==> config.mk <==
export PLATFORM = sky130hd
export DESIGN_NAME = fb_arbiter
export DESIGN_NICKNAME = d
export VERILOG_FILES = /design/src/rtl/fb_pkg.sv /design/src/rtl/fb_bank_sel.sv /design/src/rtl/fb_arbiter.sv
export SDC_FILE = /design/constraint.sdc
export NUM_CORES = 1
export LEC_CHECK = 0
export ABC_AREA = 1
export BUFFER_PORTS_ARGS = -buffer_cell sky130_fd_sc_hd__buf_2
export CAP_MARGIN = 15
export CELL_PAD_IN_SITES_DETAIL_PLACEMENT = 0
export CELL_PAD_IN_SITES_GLOBAL_PLACEMENT = 2
export CORE_ASPECT_RATIO = 0.5
export CORE_UTILIZATION = 28
export CTS_CLUSTER_DIAMETER = 150
export CTS_CLUSTER_SIZE = 8
export DETAILED_ROUTE_END_ITERATION = 16
export PLACE_DENSITY = 0.82
export REMOVE_ABC_BUFFERS = 1
export SLEW_MARGIN = 25
export SYNTH_ARGS = -nofsm -noshare
export SYNTH_HDL_FRONTEND = slang
export SYNTH_SLANG_ARGS = --single-unit
==> constraint.sdc <==
create_clock -name clk -period 1.89 [get_ports clk]
set_input_delay 0 -clock clk [delete_from_list [all_inputs] [get_ports clk]]
set_output_delay 0 -clock clk [all_outputs]
set_load 0.05 [all_outputs]
==> src/rtl/fb_pkg.sv <==
// Shared constants and state encoding for the DDR3 frame-buffer command arbiter.
package fb_pkg;

    typedef enum logic [1:0] {
        ST_INIT  = 2'd0,
        ST_ARB   = 2'd1,
        ST_ISSUE = 2'd2,
        ST_WAIT  = 2'd3
    } state_t;

    localparam int BANK_W = 2;
    localparam int CNT_W  = 11;

    localparam int FB_ADDR_W       = 29;
    localparam int FB_BASE_ADDR    = 0;
    localparam int FB_FRAME_STRIDE = 32'h0080_0000;
    localparam int FB_BURST_STRIDE = 256;
    localparam int FB_BURST_WORDS  = 32;
    localparam int FB_FRAME_BURSTS = 1800;
    localparam int FB_LVL_W        = 10;
    localparam int FB_RD_URGENT    = 768;

endpackage

==> src/rtl/fb_bank_sel.sv <==
// Triple-buffer helper: picks the lowest bank that is neither the newest complete frame nor on display.
module fb_bank_sel
    import fb_pkg::*;
(
    input  logic [BANK_W-1:0] latest,
    input  logic [BANK_W-1:0] rd_bank,
    output logic [BANK_W-1:0] free_bank
);

    always_comb begin
        free_bank = 2'd2;
        if (latest != 2'd0 && rd_bank != 2'd0) begin
            free_bank = 2'd0;
        end else if (latest != 2'd1 && rd_bank != 2'd1) begin
            free_bank = 2'd1;
        end
    end

endmodule

==> src/rtl/fb_arbiter.sv <==
// Shares the DDR3 application command port between the video-in writer and video-out reader,
// one fixed-length burst in flight, over a tear-free triple frame buffer.
module fb_arbiter
    import fb_pkg::*;
#(
    parameter int ADDR_W       = FB_ADDR_W,
    parameter int BASE_ADDR    = FB_BASE_ADDR,
    parameter int FRAME_STRIDE = FB_FRAME_STRIDE,
    parameter int BURST_STRIDE = FB_BURST_STRIDE,
    parameter int BURST_WORDS  = FB_BURST_WORDS,
    parameter int FRAME_BURSTS = FB_FRAME_BURSTS,
    parameter int LVL_W        = FB_LVL_W,
    parameter int RD_URGENT    = FB_RD_URGENT
) (
    input  logic              clk,
    input  logic              rst,
    input  logic              calib_done,
    input  logic              wr_frame_start,
    input  logic [LVL_W-1:0]  wr_level,
    input  logic              rd_frame_start,
    input  logic [LVL_W-1:0]  rd_space,
    output logic              cmd_valid,
    input  logic              cmd_ready,
    output logic              cmd_write,
    output logic [ADDR_W-1:0] cmd_addr,
    input  logic              burst_done,
    output logic [1:0]        wr_bank,
    output logic [1:0]        rd_bank,
    output logic [10:0]       wr_burst_cnt,
    output logic [10:0]       rd_burst_cnt,
    output logic              busy
);

    localparam logic [CNT_W-1:0] FRAME_CNT = CNT_W'(FRAME_BURSTS);

    state_t              state, state_n;
    logic                cmd_valid_n, cmd_write_n;
    logic [ADDR_W-1:0]   cmd_addr_n;
    logic [BANK_W-1:0]   wr_bank_n, rd_bank_n, latest, latest_n, free_bank;
    logic [CNT_W-1:0]    wr_burst_cnt_n, rd_burst_cnt_n;
    logic                wr_pend, wr_pend_n, rd_pend, rd_pend_n;
    logic                last_wr, last_wr_n;
    logic                done_seen, done_seen_n;
    logic                wreq, rreq, urgent, grant_rd, grant_wr;

    function automatic logic [ADDR_W-1:0] burst_addr(input logic [BANK_W-1:0] bank,
                                                     input logic [CNT_W-1:0]  cnt);
        return ADDR_W'(BASE_ADDR) + ADDR_W'(bank) * ADDR_W'(FRAME_STRIDE)
             + ADDR_W'(cnt) * ADDR_W'(BURST_STRIDE);
    endfunction

    // Free bank for the writer once the current write bank becomes the newest frame.
    fb_bank_sel u_bank_sel (
        .latest    (wr_bank),
        .rd_bank   (rd_bank),
        .free_bank (free_bank)
    );

    assign wreq     = (wr_level >= LVL_W'(BURST_WORDS)) && (wr_burst_cnt < FRAME_CNT);
    assign rreq     = (rd_space >= LVL_W'(BURST_WORDS)) && (rd_burst_cnt < FRAME_CNT);
    assign urgent   = rreq && (rd_space >= LVL_W'(RD_URGENT));
    assign grant_rd = rreq && (urgent || !wreq || last_wr);
    assign grant_wr = wreq && !grant_rd;
    assign busy     = (state == ST_ISSUE) || (state == ST_WAIT);

    always_comb begin
        state_n        = state;
        cmd_valid_n    = cmd_valid;
        cmd_write_n    = cmd_write;
        cmd_addr_n     = cmd_addr;
        wr_bank_n      = wr_bank;
        rd_bank_n      = rd_bank;
        latest_n       = latest;
        wr_burst_cnt_n = wr_burst_cnt;
        rd_burst_cnt_n = rd_burst_cnt;
        wr_pend_n      = wr_pend | wr_frame_start;
        rd_pend_n      = rd_pend | rd_frame_start;
        last_wr_n      = last_wr;
        done_seen_n    = done_seen;

        if (!calib_done) begin
            state_n     = ST_INIT;
            cmd_valid_n = 1'b0;
            done_seen_n = 1'b0;
        end else begin
            case (state)
                ST_INIT: state_n = ST_ARB;
                ST_ARB: begin
                    if (wr_pend || rd_pend) begin
                        // Write side first so the reader picks up a frame completed this cycle.
                        if (wr_pend) begin
                            if (wr_burst_cnt == FRAME_CNT) begin
                                latest_n  = wr_bank;
                                wr_bank_n = free_bank;
                            end
                            wr_burst_cnt_n = '0;
                            wr_pend_n      = wr_frame_start;
                        end
                        if (rd_pend) begin
                            rd_bank_n      = latest_n;
                            rd_burst_cnt_n = '0;
                            rd_pend_n      = rd_frame_start;
                        end
                    end else if (grant_rd || grant_wr) begin
                        cmd_valid_n = 1'b1;
                        cmd_write_n = grant_wr;
                        cmd_addr_n  = grant_wr ? burst_addr(wr_bank, wr_burst_cnt)
                                               : burst_addr(rd_bank, rd_burst_cnt);
                        last_wr_n   = grant_wr;
                        done_seen_n = 1'b0;
                        state_n     = ST_ISSUE;
                    end
                end
                ST_ISSUE: begin
                    done_seen_n = done_seen | burst_done;
                    if (cmd_ready) begin
                        cmd_valid_n = 1'b0;
                        state_n     = ST_WAIT;
                        if (cmd_write && wr_burst_cnt < FRAME_CNT) begin
                            wr_burst_cnt_n = wr_burst_cnt + 11'd1;
                        end
                        if (!cmd_write && rd_burst_cnt < FRAME_CNT) begin
                            rd_burst_cnt_n = rd_burst_cnt + 11'd1;
                        end
                    end
                end
                ST_WAIT: begin
                    if (burst_done || done_seen) begin
                        done_seen_n = 1'b0;
                        state_n     = ST_ARB;
                    end
                end
                default: state_n = ST_INIT;
            endcase
        end
    end

    always_ff @(posedge clk) begin
        if (rst) begin
            state        <= ST_INIT;
            cmd_valid    <= 1'b0;
            cmd_write    <= 1'b0;
            cmd_addr     <= '0;
            wr_bank      <= 2'd0;
            rd_bank      <= 2'd1;
            latest       <= 2'd1;
            wr_burst_cnt <= '0;
            rd_burst_cnt <= '0;
            wr_pend      <= 1'b0;
            rd_pend      <= 1'b0;
            last_wr      <= 1'b0;
            done_seen    <= 1'b0;
        end else begin
            state        <= state_n;
            cmd_valid    <= cmd_valid_n;
            cmd_write    <= cmd_write_n;
            cmd_addr     <= cmd_addr_n;
            wr_bank      <= wr_bank_n;
            rd_bank      <= rd_bank_n;
            latest       <= latest_n;
            wr_burst_cnt <= wr_burst_cnt_n;
            rd_burst_cnt <= rd_burst_cnt_n;
            wr_pend      <= wr_pend_n;
            rd_pend      <= rd_pend_n;
            last_wr      <= last_wr_n;
            done_seen    <= done_seen_n;
        end
    end

endmodule

## Yosys cells after proc, flatten, opt, wreduce, memory -nomap -nowiden

Index checks and enable logic that the tools add are counted.

- Register bits: 64
- Latch bits: 0
- Memory bits (writable): 0
- Bits in read-only memories: 0
- Bits of input ports: 27
- Output and inout bits: 58
- Word-level logic and storage cells: 110
- Memories: 0

- $add $sub $neg: 4
- Multipliers: 0
- Divide/modulo/power cells: 0
- Order comparisons: 5
- Eq/ne operators: 15
- Shift operators: 0
- Multiplexer cells: 36
- Bitwise gates (word level): 5
- Reduce and logical (&&, ||, !) cells: 33

Operator list:

| operator | count |
|---|---|
| 11-bit two-way mux | 8 |
| 25-bit by 19-bit adder with 26-bit output | 2 |
| 11-bit case mux with 2 select lines | 2 |
| 26-bit two-way mux | 1 |
| 11-bit by 1-bit adder with 11-bit output, second input constant | 2 |
| 11-bit less-than comparator, second input constant | 2 |
| 10-bit by 6-bit greater-or-equal comparator with 1-bit output, second input constant | 2 |
| 4-bit AND reduction | 5 |
| 2-bit two-way mux | 8 |
| 1-bit two-way mux | 14 |
| 2-bit != test, second input constant | 6 |
| 6-bit AND reduction | 2 |
| 11-bit == test, second input constant | 1 |
| 10-bit greater-or-equal comparator, second input constant | 1 |
| 2-bit by 1-bit != test with 1-bit output, second input constant | 5 |
| 1-bit logical AND | 9 |
| 2-bit case mux with 4 select lines | 1 |
| 1-bit logical OR | 6 |
| 2-bit nonzero test | 3 |
| 5-bit AND reduction | 1 |
| 2-bit == test, second input constant | 2 |
| 1-bit zero test | 3 |
| 1-bit OR | 3 |
| 1-bit case mux with 3 select lines | 1 |
| other kinds (7) | 8 |

## Depth between registers and ports, before layout

Gate-level depths: netlist of run 1.

- Word-level depth: 12
- Gate-level depth with buffers: 13
- Mapped depth without buffers: 12

## By module

A second synthesis of run 1 with hierarchy kept.

- Cells, all modules: 461
- Area total of the unflattened synthesis: 3049.2 sq um

Modules (own cells, without submodules):

| module | times used | cells each | area each (sq um) | sequential area each (sq um) |
|---|---|---|---|---|
| fb_arbiter | 1 | 445 | 2981.6 | 960.9 |
| fb_bank_sel | 1 | 16 | 67.6 | 0.0 |

## Worst setup path before layout of run 1

OpenSTA, ideal clock, no wires.

- Path kind: flip-flop to flip-flop
- Start point: register wr_burst_cnt[10]
- End point: register cmd_addr[12]
- Library setup time: 0.140 ns
- Arrival: 1.650 ns
- Required time: 1.750 ns
- Path slack: 0.100 ns
- Cell stages (with the launch flop): 11
- Path buffers: 1
- Clock period less this slack: 1.790 ns
- Cell sequence: dfxtp_1 -> inv_1 -> nor2_4 -> nand2_1 -> nand2_1 -> nand2_2 -> nand3_4 -> clkinv_4 -> buf_12 -> nand2_2 -> a21oi_2

- Longest elaborated chain between the ends: 10
- Elaborated cells on any way between the ends: 11
- Those cells by class: 1 x order compare; 1 x mux; 9 x reduce/logical

RTL lines:

| element | line | source |
|---|---|---|
| start: declaration | fb_arbiter.sv:29 | `output logic [10:0] wr_burst_cnt,` |
| start signal: assignment | fb_arbiter.sv:161 | `wr_burst_cnt <= wr_burst_cnt_n;` |
| 11-bit less-than comparator * | fb_arbiter.sv:59 | `assign wreq = (wr_level >= LVL_W'(BURST_WORDS)) && (wr_burst_cnt < FRAME_CNT);` |
| 1-bit logical AND * | fb_arbiter.sv:59 |  |
| 1-bit zero test | fb_arbiter.sv:62 | `assign grant_rd = rreq && (urgent \|\| !wreq \|\| last_wr);` |
| 1-bit logical OR (2 in a row) | fb_arbiter.sv:62 |  |
| 1-bit logical AND | fb_arbiter.sv:62 |  |
| 1-bit zero test | fb_arbiter.sv:63 | `assign grant_wr = wreq && !grant_rd;` |
| 1-bit logical AND | fb_arbiter.sv:63 |  |
| 1-bit logical OR | fb_arbiter.sv:104 | `end else if (grant_rd \|\| grant_wr) begin` |
| 4-bit AND reduction (no source line) | -- |  |
| end signal: assignment | fb_arbiter.sv:157 | `cmd_addr <= cmd_addr_n;` |
| end: declaration | fb_arbiter.sv:25 | `output logic [ADDR_W-1:0] cmd_addr,` |

Every way passes the cells marked *; elsewhere a longest branch is shown, timed or not.
A chain may end at the register's enable or synchronous reset.

## Worst setup path in the final report of run 1

- Start point: register state[0]
- End point: register rd_burst_cnt[5]

- Longest elaborated chain between the ends: 3
- Elaborated cells on any way between the ends: 9
- Those cells by class: 6 x eq/ne; 1 x mux; 2 x reduce/logical

RTL lines:

| element | line | source |
|---|---|---|
| start: declaration | fb_arbiter.sv:36 | `state_t state, state_n;` |
| start signal: assignment | fb_arbiter.sv:154 | `state <= state_n;` |
| 2-bit == test or 2-bit by 1-bit == test with 1-bit output (tied branches) | fb_arbiter.sv:86 | `case (state)` |
| 2-bit by 1-bit != test with 1-bit output (no source line), or another cell as far along | -- |  |
| 6-bit AND reduction (no source line) | -- |  |
| end signal: assignment | fb_arbiter.sv:162 | `rd_burst_cnt <= rd_burst_cnt_n;` |
| end: declaration | fb_arbiter.sv:30 | `output logic [10:0] rd_burst_cnt,` |

Several ways; a longest one is shown, not always the timed one.

==> results of run 1 <==
final cells by class:
cell class / instances / area, um^2
multi-input combinational: 339 / 1720
timing repair buffer: 94 / 569
fill: 1163 / 6600
sequential: 48 / 963
tap: 140 / 175
clock buffer: 8 / 146
inverter: 51 / 200
flip-flops by register name, summed over array words and instances (netlist names):
signal,count
cmd_addr,13
rd_burst_cnt,11
done_seen,1
latest,2
rd_pend,1
wr_burst_cnt,11
wr_pend,1
wr_bank,2
state,2
last_wr,1
rd_bank,2
cmd_valid,1
kinds of logic (layout without fill, tap and decap cells):
logic type	Yosys count	in the layout	share of synthesized area
compound gates	62	62	0.122
xor+xnor	11	11	0.0318
fa+ha+maj	8	8	0.0330
buf+inv	80	153	0.139
flops	48	48	0.317
other cells	1	16	0.00124
simple gates	242	242	0.356
per-layer routing:
metal | vias to the layer above | GRT usage
met5 | - | 0
met2 | 67 | 0.250
met1 | 1344 | 0.214
li1 | 1580 | -
met3 | 5 | 0.0293
met4 | 0 | 0.0295
repair_timing:
action / in CTS / in global routing
resized for setup: 1 / 8
setup endpoints to repair: 7 / 21
buffers inserted: 0 / 6
hold endpoints to repair: 2 / 0
pin swaps: 0 / 2
hold buffers: 2 / 0
power breakdown:
part	internal (mW)	switching, mW	leakage (nW)	total, mW
logic	0.129	0.325	1.27	0.454
clock network	0.529	0.378	0.0712	0.907
registers	1.03	0.0197	0.389	1.05
total	1.69	0.723	1.73	2.42
placed cells by master (no fill, tap or decap), types with 3 or more instances in the layout:
| cell | netlist | layout |
|---|---|---|
| nand2_2 | 15 | 15 |
| dfxtp_1 | 48 | 46 |
| nor2_2 | 2 | 3 |
| a21oi_1 | 33 | 33 |
| nand3_1 | 38 | 37 |
| ha_1 | 8 | 8 |
| inv_1 | 46 | 46 |
| buf_2 | 1 | 58 |
| nor3_1 | 4 | 4 |
| nor2_1 | 48 | 47 |
| clkbuf_16 | 0 | 5 |
| a21oi_2 | 10 | 10 |
| nand4_1 | 7 | 7 |
| nand2_1 | 119 | 118 |
| xor2_1 | 10 | 10 |
| inv_2 | 3 | 3 |
| o21ai_0 | 12 | 12 |
| buf_4 | 18 | 33 |
| conb_1 | 1 | 16 |
critical path, stage by stage (launching register included):
cell     delay, ns
dfxtp_2       0.36
inv_1         0.08
ha_1          0.32
o21ai_0       0.12
nor2_2        0.20
nand3_2       0.14
nand2_4       0.13
buf_4         0.17
nand3_1       0.07
nand2_1       0.07
nor2_1        0.04
worst max path at each step:
| stage | start | endpoint | slack [ns] |
|---|---|---|---|
| after floorplan | state[0] | wr_burst_cnt[6] | -0.04 |
| after CTS | state[0] | wr_burst_cnt[6] | 0.03 |
| after global placement | state[0] | rd_burst_cnt[6] | 0.05 |
| after global routing | state[1] | rd_burst_cnt[9] | -0.03 |
| final | state[0] | rd_burst_cnt[5] | 0.09 |
| after detailed placement | state[0] | rd_burst_cnt[6] | 0.008 |
==> results.md, run 1 <==
- Most common cell in the synthesized netlist: nand2_1
- Pleak: around 1.7 nW
- Final setup violation count: 0
- Largest net degree at the start of global routing: 16
- DRT Wirelength: 8650 um
- Clk sinks: between 40 and 50
- Iter 0 DRT Violations: approximately 170
- Residual DRC: 0
- Port Buffers: 58
- Post-synth top cells: nand2_1, dfxtp_1, nor2_1
- Setup TNS: 0 ns
- First-pass GRT wire length: roughly 13000 um
- Global Route Usage Sum: 0.154
- Final instance area: about 3800 um^2
- Gpl congestion: 0.811
- Critical path class: reg2reg
- CTS clk-pin slew, worst paths: ~0.07 ns
- Final Non-Filler Cells: 680
- Post-synthesis sequential area ratio: 0.317
- Final cycle utilization of the critical path: 0.952
- Worst skew pair latency: 0.29 ns
- Worst Hold Class: in2reg
- Post-synth top area cell: dfxtp_1
- Post-Synthesis Cells: around 450
- Terminus of the critical flop-to-flop path: rd_burst_cnt[5]
- Uppermost layer routed: met4
- Min-delay src: calib_done
- Critical Path RT: ~2.1 ns
- Diode count: 0
- Met2 Wirelength: approximately 3700 um
- Crit path arrival time: around 2.0 ns
- VDD IR-drop max: between 0.0002 and 0.0003 V
- R2R cell count: 10
- Worst r2r src: state[0]
- CTS tree: yes
- Power density over the cells: between 600 and 700 nW/um^2
- Total of max-cap violations: 0
- DP Area: 3540 um^2
- CTS H-tree lvls: 2
- Post-synth EDFFs: 0
- Pre-CTS setup slack: roughly 0.0076 ns
- Outcome: finished clean
- Routed wire per std cell: around 13 um
- Hpwl dp: 6500 um
- Fin util: 0.364
- Vias in the first global route: 2655
- Register bit total from synthesis: 48
- Antenna Nets Post-Route: 0
- WL met1: around 4500 um
- Hold-critical path depth: 3
- Total power: 2.42 mW
- Minimum clock period: 1.80 ns
- Final Hold Fails: 0
- Max Slew Vio Count: 0
- Hold Worst Slack: between 0.008 and 0.009 ns
- Worst Setup End Kind: flop
- Vias after detailed routing: between 2000 and 3000
- Post-synth top flop: dfxtp_1
- Die X: ~150 um
- Core Region: 10400 um^2
- CTS Buffer Depth: 2
- Startpoint Class: flop
- Routed vias/inst: 4.41
- Area Growth Syn to Fin: 24.5%
- Num CTS Buffers: 5
- Async SR Flop Fraction: 0
- Hold Path Sink: cmd_valid
- Pre-Repair DR Iteration Count: 4
- Reg2reg setup slack: between 0.09 and 0.1 ns
- Die Y: between 70 and 80 um
- Syn_area_per_cell: roughly 6.7 um^2
- Routed met3 length: ~400 um
- Cell area after synthesis: between 3000 and 4000 um^2
- Initial antenna violation count: 0
- Initial Util: 0.292
- Layout cells sized above 1: 0.263
- Row count: 26
- Post-synthesis cell type count: 38
- Root Driver: clkbuf_16
- Final #Nets: approximately 570
- PnR worst setup slack: just over 0.09 ns
- Synth top area share: 0.317
- Grt ovf: 0
- Yosys Warn Count: 0
- Worst clock skew: about 0.0064 ns
- Top post-synthesis cells by area: dfxtp_1, nand2_1, nand3_1
- Ports: 85
- FMAX: about 560 MHz
- Die Area: 11300 um^2
- Cells after DPL: 664
- CP Max Fanout: 7
(Power assumes the default switching activity.)
==> run 2, diff against run 1 <==
--- a/config.mk
+++ b/config.mk
@@ -16,7 +16,7 @@
 export CTS_CLUSTER_SIZE = 8
 export DETAILED_ROUTE_END_ITERATION = 16
 export PLACE_DENSITY = 0.82
-export REMOVE_ABC_BUFFERS = 1
+export RECOVER_POWER = 50
 export SLEW_MARGIN = 25
 export SYNTH_ARGS = -nofsm -noshare
 export SYNTH_HDL_FRONTEND = slang
==> results.md, run 2 (synthesis results as in run 1) <==
- Num CTS Buffers: 5 (unchanged)
- Final setup violation count: 0 (unchanged)
- Pre-CTS setup slack: 0.0205 ns (was 0.00758 ns)
- Max Slew Vio Count: 0 (unchanged)
- Chain of cells forming the critical path: inv_2 -> ha_1 -> inv_1 -> o21ai_1 -> nor2_4 -> nand3_2 -> nand2_4 -> buf_4 -> nand2_1 -> a21oi_1 (was inv_1 -> ha_1 -> o21ai_0 -> nor2_2 -> nand3_2 -> nand2_4 -> buf_4 -> nand3_1 -> nand2_1 -> nor2_1)
- Routed wire per std cell: 12.7 um (about the same)
- CTS Buffer Depth: 2 (unchanged)
- Startpoint Class: flop (unchanged)
- CP Max Fanout: 7 (unchanged)
- Worst Setup End Kind: flop (unchanged)
- Diode count: 0 (unchanged)
- Registers with the most flip-flops: cmd_addr x13, rd_burst_cnt x11, wr_burst_cnt x11 (unchanged)
- Setup TNS: 0 ns (unchanged)
- Power density over the cells: 648 nW/um^2 (was 639 nW/um^2)
- Top reg by flops: cmd_addr (unchanged)
- Combined area of the multi-input logic cells: 1740 um^2 (was 1720 um^2)
- Vias in the first global route: 2649 (was 2655)
- Gpl congestion: 0.827 (was 0.811)
- Relative slew margins: 0.585
- Ports: 85 (unchanged)
- Least-Margin Pin Slew: between 0.6 and 0.7 ns
- Layout cells sized above 1: 0.196 (was 0.263)
- DRT Wirelength: 8670 um (was 8650 um)
- Total of max-cap violations: 0 (unchanged)
- Die Y: 75.6 um (unchanged)
- Worst skew pair latency: 0.29 ns (about the same)
- Largest net degree at the start of global routing: 18 (was 16)
- Number of fill cells: 1176 (was 1163)
- CTS clk-pin slew, worst paths: 0.07 ns (about the same)
- Commonest non-fill, non-tap cell in the layout: nand2_1 (unchanged)
- CTS H-tree lvls: 2 (unchanged)
- Antenna Nets Post-Route: 0 (unchanged)
- RSZ-0062 raised after global routing: no
- Root Driver: clkbuf_16 (unchanged)
- Port Buffers: 58 (unchanged)
- Hpwl dp: 6700 um (was 6500 um)
- Initial Util: 0.292 (unchanged)
- Final #Nets: 575 (was 574)
- Die Area: 11300 um^2 (unchanged)
- Die X: 149 um (unchanged)
- Pleak: 1.55 nW (was 1.73 nW)
- CTS tree: yes (unchanged)
- Crit path arrival time: 1.92 ns (was 1.99 ns)
- Crit path largest cell delay: 0.35 ns (was 0.36 ns)
- Residual DRC: 0 (unchanged)
- Row count: 26 (unchanged)
- Core Region: 10400 um^2 (unchanged)
- Area Growth Syn to Fin: 23.7% (was 24.5%)
- Grt ovf: 0 (unchanged)
- Max reg flops: 13 (unchanged)
- Storage element area: 963 um^2 (unchanged)
- Critical Path RT: 2.12 ns (was 2.08 ns)
- Hold Worst Slack: 0.112 ns (was 0.00879 ns)
- Most frequent cells in the layout: nand2_1, nor2_1, dfxtp_1, inv_1, clkbuf_1 (was nand2_1, buf_2, nor2_1, inv_1, dfxtp_1)
- VDD IR-drop max: 0.000340 V (was 0.000273 V)
- Initial antenna violation count: 0 (unchanged)
- Vias after detailed routing: 3015 (was 2996)
- Final Hold Fails: 0 (unchanged)
- Critical path class: reg2reg (unchanged)
- Clk sinks: 48 (unchanged)
- Worst Hold Class: in2reg (unchanged)
- Outcome: finished clean (unchanged)
- Pre-Repair DR Iteration Count: 4 (unchanged)
- FMAX: 591 MHz (was 556 MHz)
- Global Route Usage Sum: 0.157 (was 0.154)
- Final cycle utilization of the critical path: 0.895 (was 0.952)
- Minimum clock period: 1.69 ns (was 1.80 ns)
- CP max-delay cell: dfxtp_2 (unchanged)
- Worst clock skew: 0.00864 ns (was 0.00639 ns)
- PnR worst setup slack: 0.199 ns (was 0.0907 ns)
- First-pass GRT wire length: 13400 um (was 13300 um)
- Routed vias/inst: 4.43 (was 4.41)
- Iter 0 DRT Violations: 136 (was 168)
-- run 2: cell types whose count changed in the layout (fill, tap and decap cells not counted), moves of 2 or more --
cell        before  now
buf_2           58   17
clkbuf_1         2   41
clkinvlp_4       1    3
inv_1           46   44
inv_2            3    5
nand2_2         15   17
-- run 2: worst max-delay path: cells and delay by family, from the launching register on --
kind / cells / cell delay, ns
simple gates: 4 / 0.55
flops: 1 / 0.35
buf+inv: 3 / 0.30
compound gates: 2 / 0.21
fa+ha+maj: 1 / 0.20
-- run 2: repair_timing --
item                       4_1_cts  5_1_grt
hold endpoints to repair         3        0
gates resized for setup          0       17
setup endpoints to repair        0       24
buffers inserted                 0        2
hold buffers                     3        0
-- run 2: power breakdown --
group          internal [mW]  switching [mW]  total [mW]
sequential              1.03          0.0256        1.06
clock                  0.527           0.404       0.931
combinational          0.122           0.319       0.441
-- run 2: stage by stage --
step | power, mW | area (um^2) | utilization | cells
floorplan | 1.42 | 3090 | - | 467
global placement | 1.50 | 3560 | 0.344 | 667
detailed placement | 1.50 | 3560 | 0.344 | 667
CTS | 2.44 | 3750 | 0.361 | 678
global route | 2.55 | 3750 | 0.362 | 681
finish | 2.43 | 3750 | 0.362 | 681
-- run 2: worst paths after layout --
check	start	to	slack, ns	depth (start not counted)
setup / recovery	state[1]	rd_burst_cnt[10]	0.20	10
hold / removal	burst_done	done_seen	0.11	5
setup reg to reg	state[1]	rd_burst_cnt[10]	0.20	10
hold reg to reg	cmd_valid	cmd_valid	0.47	2
-- run 2: cell type report --
type,instances,share of cell area
clock buffers,6,0.0370
well taps,140,0.0467
repair buffers,94,0.140
flip-flops and latches,48,0.257
multi-input cells,340,0.462
inverters,51,0.0534
clock inverters,2,0.00400
-- run 2: per-layer routing --
layer | vias up | global-route usage | part of all wire
met2 | 52 | 0.260 | 0.43
met1 | 1376 | 0.213 | 0.52
li1 | 1583 | - | -
met4 | 0 | 0.0317 | 0.0062
met3 | 4 | 0.0323 | 0.042
met5 | - | 0 | 0
==> run 3, diff against run 2 <==
--- a/config.mk
+++ b/config.mk
@@ -11,11 +11,12 @@
 export CELL_PAD_IN_SITES_DETAIL_PLACEMENT = 0
 export CELL_PAD_IN_SITES_GLOBAL_PLACEMENT = 2
 export CORE_ASPECT_RATIO = 0.5
-export CORE_UTILIZATION = 28
+export CORE_UTILIZATION = 29
+export CTS_BUF_LIST = sky130_fd_sc_hd__clkbuf_4 sky130_fd_sc_hd__clkbuf_8
 export CTS_CLUSTER_DIAMETER = 150
 export CTS_CLUSTER_SIZE = 8
 export DETAILED_ROUTE_END_ITERATION = 16
-export PLACE_DENSITY = 0.82
+export PLACE_DENSITY = 0.84
 export RECOVER_POWER = 50
 export SLEW_MARGIN = 25
 export SYNTH_ARGS = -nofsm -noshare
==> results.md, run 3 (synthesis results as in run 1) <==
- Int Pwr: 1.46 mW (was 1.68 mW)
- Grt ovf: 0 (unchanged)
- Total of max-cap violations: 0 (unchanged)
- R2R cell count: 8 (was 10)
- Vias after detailed routing: 3006 (was 3015)
- Number of fill cells: 1090 (was 1176)
- Hpwl dp: 6580 um (was 6700 um)
- Routed vias/inst: 4.46 (was 4.43)
- Critical path class: reg2reg (unchanged)
- CTS tree: yes (unchanged)
- CP Max Fanout: 7 (unchanged)
- Top cell family by delay on the critical path: simple AND/OR/NAND/NOR gates (unchanged)
- Port Buffers: 58 (unchanged)
- Top reg by flops: cmd_addr (unchanged)
- PnR worst setup slack: 0.155 ns (was 0.199 ns)
- Largest net degree at the start of global routing: 21 (was 18)
- Minimum clock period: 1.73 ns (was 1.69 ns)
- Core Region: 9790 um^2 (was 10400 um^2)
- Iter 0 DRT Violations: 130 (was 136)
- Max reg flops: 13 (unchanged)
- Switching portion of total power: 0.336 (was 0.308)
- Sw power: 0.738 mW (was 0.749 mW)
- Startpoint Class: flop (unchanged)
- Relative slew margins: 0.589 (was 0.585)
- Critical Path RT: 2.11 ns (was 2.12 ns)
- Initial antenna violation count: 0 (unchanged)
- Pleak: 1.54 nW (was 1.55 nW)
- Max Slew Vio Count: 0 (unchanged)
- Worst Hold Class: in2reg (unchanged)
- Die X: 147 um (was 149 um)
- Combinational fraction of design power: 0.206 (was 0.181)
- Worst Setup End Kind: flop (unchanged)
- Buffers & Inverters on Critical Path: 1 (was 3)
- Hold Worst Slack: 0.0697 ns (was 0.112 ns)
- Cells after DPL: 661 (was 667)
- Diode count: 0 (unchanged)
- Chain of cells forming the critical path: inv_1 -> ha_4 -> o21ai_0 -> nor2_2 -> nand3_2 -> nand2_4 -> o21ai_0 -> o211a_1 (was inv_2 -> ha_1 -> inv_1 -> o21ai_1 -> nor2_4 -> nand3_2 -> nand2_4 -> buf_4 -> nand2_1 -> a21oi_1)
- CTS H-tree lvls: 2 (unchanged)
- Least-Margin Pin Slew: 0.619 ns (was 0.626 ns)
- Clk sinks: 48 (unchanged)
- CTS Buffer Depth: 2 (unchanged)
- Power density over the cells: 594 nW/um^2 (was 648 nW/um^2)
- First-pass GRT wire length: 13700 um (was 13400 um)
- Final setup violation count: 0 (unchanged)
- Final #Nets: 573 (was 575)
- Gpl congestion: 0.819 (was 0.827)
- Pre-CTS setup slack: 0.0234 ns (was 0.0205 ns)
- Pre-Repair DR Iteration Count: 4 (unchanged)
- Sequential share of power: 0.479 (was 0.436)
- Registers with the most flip-flops: cmd_addr x13, rd_burst_cnt x11, wr_burst_cnt x11 (unchanged)
- Final Non-Filler Cells: 674 (was 681)
- Clock share of power: 0.315 (was 0.383)
- Initial Util: 0.310 (was 0.292)
- Global Route Usage Sum: 0.163 (was 0.157)
- Vias in the first global route: 2707 (was 2649)
- FMAX: 576 MHz (was 591 MHz)
- VDD IR-drop max: 0.000258 V (was 0.000340 V)
- DP Area: 3550 um^2 (was 3560 um^2)
- Top cell by count, worst path: o21ai_0
- Crit path largest cell delay: 0.35 ns (about the same)
- Ports: 85 (unchanged)
- Num CTS Buffers: 5 (unchanged)
- Crit path arrival time: 1.95 ns (was 1.92 ns)
- Die Area: 10900 um^2 (was 11300 um^2)
- Final cycle utilization of the critical path: 0.918 (was 0.895)
- Worst clock skew: 0.0109 ns (was 0.00864 ns)
- Row count: 25 (was 26)
- Layout cells sized above 1: 0.199 (was 0.196)
- Routed wire per std cell: 12.8 um (was 12.7 um)
- Antenna Nets Post-Route: 0 (unchanged)
- Area Growth Syn to Fin: 21.8% (was 23.7%)
- Hold-critical path depth: 5 (unchanged)
- Residual DRC: 0 (unchanged)
- Final Hold Fails: 0 (unchanged)
- Outcome: finished clean (unchanged)
- Crit path depth: 8 (was 10)
- DRT Wirelength: 8600 um (was 8670 um)
- Final instance area: 3690 um^2 (was 3750 um^2)
- CP max-delay cell: dfxtp_2 (unchanged)
- Worst skew pair latency: 0.32 ns (was 0.29 ns)
- Die Y: 74.3 um (was 75.6 um)
- Most frequent cells in the layout: nand2_1, nor2_1, dfxtp_1, inv_1, clkbuf_1 (unchanged)
- Root Driver: clkbuf_8 (was clkbuf_16)
- CTS clk-pin slew, worst paths: 0.10 ns (was 0.07 ns)
- Commonest non-fill, non-tap cell in the layout: nand2_1 (unchanged)
[run 3: per-layer routing]
layer,vias up,track usage,share of wire
li1,1584,-,-
met1,1366,0.221,0.53
met2,49,0.268,0.43
met3,7,0.0319,0.031
met4,0,0.0463,0.0092
met5,-,0,0
[run 3: tightest hold or removal path: cells and delay by family]
kind / cells / cell delay (ns)
simple gates: 3 / 0.20
buf+inv: 1 / 0.09
compound gates: 1 / 0.06
[run 3: cell type report]
type                            instances  area [um^2]  area share
Clock inverter                          2         13.8     0.00373
Multi-Input combinational cell        340         1760       0.476
Clock buffer                            6         82.6      0.0224
Tap cell                              135          169      0.0457
Timing Repair Buffer                   92          508       0.137
Sequential cell                        48          963       0.261
Inverter                               51          200      0.0542
[run 3: stage by stage]
| stage | utilization | setup TNS (ns) | total power, mW |
|---|---|---|---|
| after floorplan | - | 0 | 1.42 |
| after global placement | 0.363 | 0 | 1.50 |
| after detailed placement | 0.363 | 0 | 1.50 |
| after CTS | 0.376 | 0 | 2.20 |
| after global routing | 0.377 | -0.0276 | 2.31 |
| final | 0.377 | 0 | 2.19 |
[run 3: power by group through the flow]
stage | Combinational, mW | Clock (mW) | Sequential [mW]
final | 0.452 | 0.690 | 1.05
after global routing | 0.498 | 0.754 | 1.06
after CTS | 0.432 | 0.714 | 1.05
after detailed placement | 0.423 | 0 | 1.07
after global placement | 0.423 | 0 | 1.07
after floorplan | 0.299 | 0 | 1.12
[run 3: worst paths after layout]
kind	from	slack, ns	end
setup / recovery	state[0]	0.16	rd_burst_cnt[0]
hold / removal	burst_done	0.07	done_seen
setup reg to reg	state[0]	0.16	rd_burst_cnt[0]
hold reg to reg	cmd_valid	0.47	cmd_valid
[run 3: timing repair]
| item | in CTS | in global routing |
|---|---|---|
| hold endpoints to repair | 3 | 0 |
| resized for setup | 1 | 12 |
| gates cloned | 0 | 1 |
| pin swaps | 0 | 3 |
| buffers inserted | 0 | 1 |
| hold buffers | 3 | 0 |
| endpoints found under the setup margin | 1 | 21 |
